File: src/rtl/hazard_pkg.sv
// Shared constants for the ID-stage scoreboard hazard unit: result latencies,
// consumer slack values and default geometry.
package hazard_pkg;

  localparam int REG_AW_DEF  = 6;
  localparam int MAX_LAT_DEF = 4;

  // Cycles from issue until the result can be forwarded to an ID-stage consumer
  localparam int LAT_ALU  = 1;
  localparam int LAT_LOAD = 2;
  localparam int LAT_MUL  = 4;

  // A consumer in EX gets one extra cycle of forwarding reach compared to ID
  localparam int SLACK_ID = 0;
  localparam int SLACK_EX = 1;

  function automatic int cnt_width(input int max_lat);
    return $clog2(max_lat + 1);
  endfunction

endpackage

File: src/rtl/hazard_sb_entry.sv
// One tracked register's result-availability countdown. A clear (flush of the
// ID/EX entry) beats a load, and a load beats the per-cycle decrement.
module hazard_sb_entry
  import hazard_pkg::*;
#(
  parameter int CNT_W = cnt_width(MAX_LAT_DEF)
) (
  input  logic             clk,
  input  logic             rst,
  input  logic             load,
  input  logic [CNT_W-1:0] lat,
  input  logic             clear,
  output logic [CNT_W-1:0] cnt,
  output logic             nonzero
);

  logic [CNT_W-1:0] cnt_q;
  logic [CNT_W-1:0] cnt_d;

  always_comb begin
    cnt_d = cnt_q;
    if (clear) begin
      cnt_d = '0;
    end else if (load) begin
      cnt_d = lat;
    end else if (cnt_q != '0) begin
      cnt_d = cnt_q - CNT_W'(1);
    end
  end

  always_ff @(posedge clk or posedge rst) begin
    if (rst) begin
      cnt_q <= '0;
    end else begin
      cnt_q <= cnt_d;
    end
  end

  assign cnt     = cnt_q;
  assign nonzero = (cnt_q != '0);

endmodule

File: src/rtl/hazard_scoreboard.sv
// ID-stage hazard unit: stalls on RAW (source not yet forwardable) and WAW
// (write would overtake an older pending write), cancels the ID/EX entry on flush.
module hazard_scoreboard
  import hazard_pkg::*;
#(
  parameter int REG_AW      = REG_AW_DEF,
  parameter int MAX_LAT     = MAX_LAT_DEF,
  parameter int CNT_W       = $clog2(MAX_LAT + 1),
  parameter int STALL_CNT_W = 16
) (
  input  logic                   clk,
  input  logic                   rst,
  input  logic                   issue_valid,
  input  logic                   issue_reg_write,
  input  logic [REG_AW-1:0]      issue_rd,
  input  logic [CNT_W-1:0]       issue_lat,
  input  logic [REG_AW-1:0]      rs,
  input  logic [REG_AW-1:0]      rt,
  input  logic                   rs_valid,
  input  logic                   rt_valid,
  input  logic                   rs_early,
  input  logic                   rt_early,
  input  logic                   flush,
  output logic                   stall,
  output logic                   pc_write,
  output logic                   if_id_write,
  output logic                   sb_busy,
  output logic [STALL_CNT_W-1:0] stall_count
);

  localparam int NREG = 2 ** REG_AW;

  logic [NREG-1:0][CNT_W-1:0] cnt_vec;
  logic [NREG-1:1]            nz_vec;
  logic [NREG-1:1]            load_vec;
  logic [NREG-1:1]            clear_vec;

  logic [CNT_W-1:0] eff_lat;
  logic [CNT_W-1:0] rs_slack;
  logic [CNT_W-1:0] rt_slack;
  logic             raw_rs;
  logic             raw_rt;
  logic             waw;
  logic             issue_fire;

  logic                   last_valid_q, last_valid_d;
  logic [REG_AW-1:0]      last_rd_q, last_rd_d;
  logic [STALL_CNT_W-1:0] stall_count_q, stall_count_d;

  // Register 0 is hard-wired to "available" so r0 never causes a hazard
  assign cnt_vec[0] = '0;

  for (genvar r = 1; r < NREG; r++) begin : g_entry
    hazard_sb_entry #(
      .CNT_W(CNT_W)
    ) u_entry (
      .clk    (clk),
      .rst    (rst),
      .load   (load_vec[r]),
      .lat    (eff_lat),
      .clear  (clear_vec[r]),
      .cnt    (cnt_vec[r]),
      .nonzero(nz_vec[r])
    );
  end

  always_comb begin
    eff_lat  = (issue_lat > CNT_W'(MAX_LAT)) ? CNT_W'(MAX_LAT) : issue_lat;
    rs_slack = rs_early ? CNT_W'(SLACK_ID) : CNT_W'(SLACK_EX);
    rt_slack = rt_early ? CNT_W'(SLACK_ID) : CNT_W'(SLACK_EX);
    raw_rs   = rs_valid && (rs != '0) && (cnt_vec[rs] > rs_slack);
    raw_rt   = rt_valid && (rt != '0) && (cnt_vec[rt] > rt_slack);
    waw      = issue_reg_write && (issue_rd != '0) && (cnt_vec[issue_rd] > eff_lat);
    // Flush must never stall so the PC is free to load the vector
    stall      = issue_valid && !flush && (raw_rs || raw_rt || waw);
    issue_fire = issue_valid && !flush && !stall;
  end

  always_comb begin
    load_vec  = '0;
    clear_vec = '0;
    for (int r = 1; r < NREG; r++) begin
      load_vec[r]  = issue_fire && issue_reg_write && (issue_rd == REG_AW'(r))
                     && (eff_lat != '0);
      clear_vec[r] = flush && last_valid_q && (last_rd_q == REG_AW'(r));
    end
  end

  // Only a register-writing issue leaves an entry that a flush may cancel
  always_comb begin
    last_valid_d  = issue_fire && issue_reg_write;
    last_rd_d     = issue_rd;
    stall_count_d = stall_count_q;
    if (stall && (stall_count_q != {STALL_CNT_W{1'b1}})) begin
      stall_count_d = stall_count_q + STALL_CNT_W'(1);
    end
  end

  always_ff @(posedge clk or posedge rst) begin
    if (rst) begin
      last_valid_q  <= 1'b0;
      last_rd_q     <= '0;
      stall_count_q <= '0;
    end else begin
      last_valid_q  <= last_valid_d;
      last_rd_q     <= last_rd_d;
      stall_count_q <= stall_count_d;
    end
  end

  assign pc_write    = ~stall;
  assign if_id_write = ~stall;
  assign sb_busy     = |nz_vec;
  assign stall_count = stall_count_q;

endmodule

File: config.mk
export PLATFORM = sky130hd
export DESIGN_NAME = hazard_scoreboard
export DESIGN_NICKNAME = d
export VERILOG_FILES = /design/src/rtl/hazard_pkg.sv /design/src/rtl/hazard_sb_entry.sv /design/src/rtl/hazard_scoreboard.sv
export SDC_FILE = /design/constraint.sdc
export NUM_CORES = 1
export LEC_CHECK = 0
export CORE_MARGIN = 3
export CORE_UTILIZATION = 50
export CTS_CLUSTER_DIAMETER = 200
export DETAILED_ROUTE_END_ITERATION = 6
export PLACE_DENSITY = 0.76
export SYNTH_ARGS = -nofsm -noshare
export SYNTH_HDL_FRONTEND = slang
export SYNTH_SLANG_ARGS = --single-unit
File: constraint.sdc
create_clock -name clk -period 19 [get_ports clk]
set_input_delay 1.9 -clock clk [delete_from_list [all_inputs] [get_ports clk]]
set_output_delay 1.9 -clock clk [all_outputs]
set_load 0.005 [all_outputs]
Word-level counts from Yosys, hierarchy flattened
Cells that the tools add are included.
- register bits after elaboration: 212
- latch bits: 0
- bits in writable memories: 0
- memory bits (read-only): 0
- output and inout port bits: 20
- logic and storage cells: 799
- memories: 0
- add/sub/neg operators: 64
- multipliers: 0
- div/mod/pow operators: 0
- magnitude comparators: 7
- eq/ne operators: 127
- shift operators: 0
- muxes and demuxes: 198
- bitwise gates (word level): 1
- reduce and logical (&&, ||, !) cells: 336
- operators by type and width (operator ; count):
    2-to-1 mux 3 bit ; 193
    equality test 6 bit (second input constant) ; 64
    nonzero test 3 bit ; 127
    logical AND 1 bit ; 201
    equality test 6 x 5 -> 1 bit (second input constant) ; 32
    subtractor 3 x 1 -> 3 bit (second input constant) ; 63
    equality test 6 x 4 -> 1 bit (second input constant) ; 16
    OR reduction 63 bit ; 1
    binary-select mux 3 bit (select 6 bit) ; 3
    equality test 6 x 3 -> 1 bit (second input constant) ; 8
    equality test 6 x 2 -> 1 bit (second input constant) ; 4
    less-than comparator 6 x 7 -> 1 bit (second input constant) ; 3
    nonzero test 6 bit ; 3
    adder 16 x 1 -> 16 bit (second input constant) ; 1
    != test 16 bit (second input constant) ; 1
    equality test 6 x 1 -> 1 bit (second input constant) ; 2
    greater-than comparator 3 x 1 -> 1 bit ; 2
    greater-than comparator 3 bit ; 1
    greater-than comparator 3 bit (second input constant) ; 1
    zero test 1 bit ; 2
    logical OR 1 bit ; 2
    2-to-1 mux 1 bit ; 2
    inverter 1 bit ; 1

Logic depth before layout (Yosys ltp)
- depth in word-level cells: 14
- mapped depth: 23

Modules after synthesis
A second synthesis with hierarchy kept.
- cell total of the unflattened synthesis: 2091
- area total of the unflattened synthesis: 20103.0 um^2
- modules (own cells, without submodules) (module ; times used ; cells an instance ; area each (um^2)):
    hazard_sb_entry ; 63 ; 22 ; 215.2
    hazard_scoreboard ; 1 ; 705 ; 6545.0

Least setup slack after synthesis
Ideal clock, no wire load.
- path type: input-to-output
- from: input port rt[0]
- to: output port pc_write
- data arrival time: 5.993 ns
- required time: 17.100 ns
- path slack: 11.107 ns
- stages on the path: 21
- path through: buf_2 > buf_2 > buf_2 > buf_1 > mux4_2 > mux4_2 > nand2_1 > nand3_1 > o31ai_1 > ha_1 > o21ai_0 > nand3_1 > nor3_1 > o21ai_0 > a32o_1 > nand4_1 > buf_4 > buf_2 > buf_2 > nand2_1 > buf_4
- longest elaborated chain between the ends: 8
- elaborated cells between the ends (all ways): 10
- those cells by class: 1 x order compare; 2 x mux; 1 x bitwise; 6 x reduce/logical
- RTL lines (what ; line ; RTL):
    from (decl) ; hazard_scoreboard.sv:18 ; input logic [REG_AW-1:0] rt,
    binary-select mux 3 bit (select 6 bit) ; hazard_scoreboard.sv:72 ; raw_rt = rt_valid && (rt != '0) && (cnt_vec[rt] > rt_slack);
    2-to-1 mux 3 bit (implied by the code) ; hazard_scoreboard.sv:72 ;
    greater-than comparator 3 x 1 -> 1 bit ; hazard_scoreboard.sv:72 ;
    logical AND 1 bit * ; hazard_scoreboard.sv:72 ;
    logical OR 1 bit * (2 in series) ; hazard_scoreboard.sv:75 ; stall = issue_valid && !flush && (raw_rs || raw_rt || waw);
    logical AND 1 bit * ; hazard_scoreboard.sv:75 ;
    inverter 1 bit * ; -- ;
    to (decl) ; hazard_scoreboard.sv:25 ; output logic pc_write,
Mark *: on every way between the ends. The rest lies on a longest branch, timed or not. The select of a mux whose other input is x is not followed.

Worst setup path after layout
- from: input port issue_rd[0]
- to: output port pc_write
- longest elaborated chain between the ends: 7
- elaborated cells between the ends (all ways): 9
- those cells by class: 1 x order compare; 2 x mux; 1 x bitwise; 5 x reduce/logical
- RTL lines (what ; line ; RTL):
    from (decl) ; hazard_scoreboard.sv:15 ; input logic [REG_AW-1:0] issue_rd,
    binary-select mux 3 bit (select 6 bit) ; hazard_scoreboard.sv:73 ; waw = issue_reg_write && (issue_rd != '0) && (cnt_vec[issue_rd] > eff_lat);
    2-to-1 mux 3 bit (implied by the code) ; hazard_scoreboard.sv:73 ;
    greater-than comparator 3 bit ; hazard_scoreboard.sv:73 ;
    logical AND 1 bit * ; hazard_scoreboard.sv:73 ;
    logical OR 1 bit * ; hazard_scoreboard.sv:75 ;
    logical AND 1 bit * ; hazard_scoreboard.sv:75 ;
    inverter 1 bit * ; hazard_scoreboard.sv:111 ; assign pc_write = ~stall;
Marked as above.

==> impl_results.md <==
* Gr ovfl total at 0
* Critical path class: in2out
* Ports at 50
* Starting Density at between 50 and 60%
* Final ANT Viol Nets at 0
* Actual slew at the worst max-slew pin at 1.326 ns
* Port-buffer cells at 49
* Clk sinks at 212
* Die Y at between 150 and 200 um
* Average size of a mapped cell at about 8.2 um^2
* RD Place Congestion at between 1 and 1.5
* Fin crit share at 44.38%
* Via count of the first global-routing pass at ~17k
* Final wirelength at slightly below 80000 um
* Relative slew slack at a little under an eighth
* Setup TNS Final at 0 ns
* HP Class: reg2reg
* Area contributors post-synth: dfrtp_1, mux4_2, ha_1
* Worst Clk Skew at 0.02896 ns
* Async SR Flop Fraction at 100.0%
* H-tree Lvls at 1
* Main synth FF type: dfrtp_1
* EDFF count, synth at 0
* Vias per cell at 6.966
* Yosys warnings at 0
* Status: finished, final reports clean
* CTS clk-pin slew, worst paths at around 0.06 ns
* Tot GR Track Use at roughly two fifths
* Synth cell types at 64
* Startpoint types: input pin
* Sequential fraction of the synthesis area at 29.02%
* # hold bufs at CTS at 0
* Antenna violations before repair at 3
* Detailed Place HPWL at about 56000 um
* Finish-stage setup viols at 0
* Core box area at about 0.036 mm^2
* Unrepaired setup endpoints after global routing: no
* Setup ws final at about 11 ns
* Root buf cell: clkbuf_16
* Pwr Density at around 170 mW/mm^2
* DRC at 0
* Row count at between 60 and 70
* Min Hold Slack at a little under 0.5 ns
* Clk_lat worst skew at 0.57 ns
* Max-cap violation count at 0
* FMAX at between 100 and 150 MHz
* Vias at between 15k and 20k
* Layout fillers at between 3k and 4k
* Yosys reg bits at roughly 210
* Dpl ws at roughly 11 ns
* CTS tree: built
* CTS buffer count at 25
* Syn nets at between 2k and 2.5k
* Critical path peak fanout at 60
* Final min period at between 8 and 9 ns
* Endpoint class of the critical path: output port
* Top-count cell post-synth: o21ai_0
* Final Non-Filler Cells at 2680
* Synth Instances at between 2k and 2.5k
* CP arrival at approximately 6.5 ns
* Pwr Total at around 3.4 mW
* Largest area contributor in the netlist: dfrtp_1
* Die Area at 0.03890 mm^2
* First-pass GRT wire length at ~110000 um
* Placed cells at around 2.6k
* Drt wl/cell at around 29 um
* N_diodes at 0
* List of most frequent post-synthesis cells: o21ai_0, nand2_1, dfrtp_1
* Worst path required time at roughly 17 ns
* DRT Pass-1 Iters at 6
* Final Hold Fails at 0
* Postcts setup bufs at 0
* Pin count of the biggest net entering global routing at ~110
* Syn-to-layout area delta at 8.158%
* Leak Pwr at between 7 and 8 nW
* Final core utilization at between 50 and 60%
* Worst VDD drop at approximately 0.13 mV
* Max Buffers Root-to-Sink at 3
* Slew Limit Fails at 0
* Final Cell Area at ~0.020 mm^2
* Die width at around 200 um
* Synth top area share at 29.02%
* Cell Area, Placed at around 0.019 mm^2
* Layout Nets at ~2.4k
* Post-Synthesis Cell Area at around 0.018 mm^2
* Layout cells sized above 1 at around 8.9%
* Initial DRC count at 2616
* Post-cts gate resize count at 0
[critical path: stages]
cell	delay, ns
buf_4	0.70
mux4_2	0.64
mux4_2	0.53
mux4_2	0.49
ha_1	0.31
nand3_1	0.10
o311ai_0	0.14
o32ai_1	0.18
a211oi_2	0.25
nand4_1	0.43
nand2_1	0.25
clkdlybuf4s50_1	0.53
[cells by family (layout without fill, tap and decap cells)]
| kind of cell | Yosys count | after routing | share of synthesized area [%] |
|---|---|---|---|
| XOR/XNOR | 78 | 78 | 3.737 |
| multiplexers | 110 | 110 | 13.09 |
| adder cells (fa/ha/maj) | 132 | 132 | 9.034 |
| AO/OA/AOI/OAI | 601 | 601 | 18.20 |
| flip-flops | 212 | 212 | 29.02 |
| buffers and inverters | 335 | 324 | 7.453 |
| AND/OR/NAND/NOR | 762 | 762 | 19.48 |
[routing by layer]
| metal | up-vias | track usage (%) | part of all wire [%] |
|---|---|---|---|
| li1 | 7973 | - | - |
| met1 | 8923 | 52.86 | 37 |
| met2 | 1441 | 55.42 | 40 |
| met3 | 327 | 10.37 | 14 |
| met4 | 6 | 26.64 | 8.6 |
| met5 | - | 0 | 0.045 |
[path summary, 6_finish.rpt]
check	startpoint	to	slack [ns]	cells past startpoint
max	issue_rd[0]	pc_write	10.57	12
min	stall_count[8]	stall_count[8]	0.49	1
max reg2reg	g_entry[63].u_entry.cnt[1]	g_entry[10].u_entry.cnt[0]	13.51	12
min reg2reg	stall_count[8]	stall_count[8]	0.49	1
max in group asynchronous	rst	g_entry[57].u_entry.cnt[0]	15.04	4
min in group asynchronous	rst	g_entry[17].u_entry.cnt[2]	1.80	2
[state kept, by name (all words and copies together), names as in the netlist]
name / flops
last_valid_q: 1
g_entry.u_entry.cnt: 189
last_rd_q: 6
stall_count: 16
[cell type report]
cell class,instances,area (um^2),area share [%]
sequential,212,5305,26.83
clock buffer,38,754.5,3.815
timing repair buffer,76,655.6,3.316
multi-input combinational,1683,11650,58.91
inverter,203,769.5,3.891
clock inverter,7,63.81,0.3227
tap,461,576.8,2.917
[report_power, final]
part / internal, mW / switching [mW]
Combinational: 0.805 / 0.972
Sequential: 0.688 / 0.441
Clock: 0.286 / 0.207
Total: 1.78 / 1.62
[cells in the final DEF (no fill, tap or decap), drive strengths merged, types with 66 or more instances in the layout]
master	instances
xnor2	66
inv	203
a21oi	188
nand2	246
o21ai	300
mux4	103
nand3	145
nor2	167
ha	132
dfrtp	212
Power figures use the tool's default switching activity.
==> variant (config.mk and constraints unchanged) <==
`REG_AW_DEF`: 6 -> 5.
--- a/src/rtl/hazard_pkg.sv
+++ b/src/rtl/hazard_pkg.sv
@@ -3,5 +3,5 @@
 package hazard_pkg;
 
-  localparam int REG_AW_DEF  = 6;
+  localparam int REG_AW_DEF  = 5;
   localparam int MAX_LAT_DEF = 4;
 
Interface: changed (resized issue_rd, rs and rt); port bits go from 50 to 47. The function was not compared with the original's and may differ.
==> variant against the unedited design <==
Sequential cell count down 97; routed wire length down 63%; count of clock-buffer cells in the layout down 20; synthesized area down 46%; setup slack worse by 320 ps; total power down 47%; sequential power down 52%; maximum frequency down 3.7%; cell area down 44%; largest cell class unchanged; largest power group unchanged.
==> variant: results (changes against the unedited design) <==
* Status: completed (unchanged)
* Count leader, synth: nand2_1 (was o21ai_0)
* Post-synthesis mux area share at 0.167 (was 0.131)
* Ratio of cells with drive above 1 in the final layout at 0.136 (was 0.0892)
* HP Start: stall_count[12] (was stall_count[8])
* Final setup skew at 9.77 ps (was 29.0 ps)
* Gr usage total at 0.274 (was 0.393)
* CP startpoint: rt[0] (was issue_rd[0])
* Complex-gate fraction of the synthesized area at 0.104 (was 0.182)
* Synth top area cells: dfrtp_1 (29%), mux4_2 (13%), ha_1 (8.7%) (was dfrtp_1 (29%), mux4_2 (13%), ha_1 (9.0%))
* Max reg flops at 93 (was 189)
* I/O Buffers at 46 (was 49)
* Antenna violations before repair at 1 (was 3)
* Post-synthesis sequential area ratio at 0.293 (was 0.290)
* Adder-cell share of the synthesized area at 0.0867 (was 0.0903)
* Worst-case clock buffer depth at 2 (was 3)
* Worst Reg-to-Reg Cells at 13 (was 12)
* Largest net degree at the start of global routing at 78 (was 112)
* Dpl cells at 1330 (was 2635)
* Post-synth top cells: nand2_1 (143), dfrtp_1 (115), inv_1 (103), o21ai_0 (92), nor2_1 (86) (was o21ai_0 (299), nand2_1 (246), dfrtp_1 (212), inv_1 (202), a21oi_1 (188))
* Area of placed instances at 10400 sq um (was 19000 sq um)
* Post-DP HPWL at 21000 um (was 56200 um)
* Hold Worst Slack at 490 ps (was 486 ps)
* Cell variety after synth at 59 (was 64)
* Worst-Skew Late Latency at 430 ps (was 570 ps)
* Critical Path Fanout Max at 31 (was 60)
* Routed length per instance at 21.0 um (was 28.7 um)
* Global-route wire length before repair at 45700 um (was 113000 um)
* Gpl congestion at 0.986 (was 1.07)
* Reg2reg setup slack at 14380 ps (was 13510 ps)
[variant: cell types whose count changed in the layout (fill, tap and decap cells not counted), moves of 29 or more]
cell     change
a21oi_1    -161
dfrtp_1     -97
ha_1        -64
inv_1       -99
mux2i_1     +32
mux4_2      -48
nand2_1    -103
nand3_1     -79
nor2_1      -80
nor3_1      -40
nor4_4      +29
o21ai_0    -207
[variant: worst max-delay path by stage]
stage                     to  slack, ps  cells past startpoint
floorplan           pc_write      11350                     16
global placement       stall      10430                     15
detailed placement     stall      10290                     15
CTS                    stall      10270                     15
global route           stall       9980                     15
finish                 stall      10250                     15
[variant: cells by family (layout without fill, tap and decap cells)]
group	Yosys count	count (layout)
buf+inv	153	190
xor+xnor	46	46
simple gates	413	413
compound gates	175	175
fa+ha+maj	68	68
flops	115	115
mux	95	95
[variant: report_power, final]
part	internal, uW	total [uW]	leakage, uW	switching, uW
clock	238	365	0.000322	127
combinational	428	901	0.00279	473
sequential	365	547	0.00139	182
total	1030	1810	0.00450	782
[variant: layout make-up]
type | instances | area, sq um | share of cell area
clock inverter | 14 | 224 | 0.0202
sequential | 115 | 2880 | 0.260
multi-input combinational | 797 | 6290 | 0.569
clock buffer | 18 | 439 | 0.0397
tap | 260 | 325 | 0.0294
inverter | 104 | 393 | 0.0355
timing repair buffer | 54 | 515 | 0.0466
[variant: routing by layer]
metal	vias up	part of all wire	routed length (um)	track usage
met5	-	0.00059	17	0
met4	2	0.050	1430	0.138
met2	539	0.45	12900	0.418
li1	3829	-	-	-
met3	110	0.12	3320	0.0770
met1	4036	0.38	11000	0.358
[variant: worst max-delay path: cells and delay by family]
family | cells | cell delay, ps
AOI/OAI and AO/OA | 4 | 680
adders and majority gates | 1 | 260
buffers and inverters | 4 | 2260
muxes | 3 | 1290
and+or+nand+nor | 3 | 420
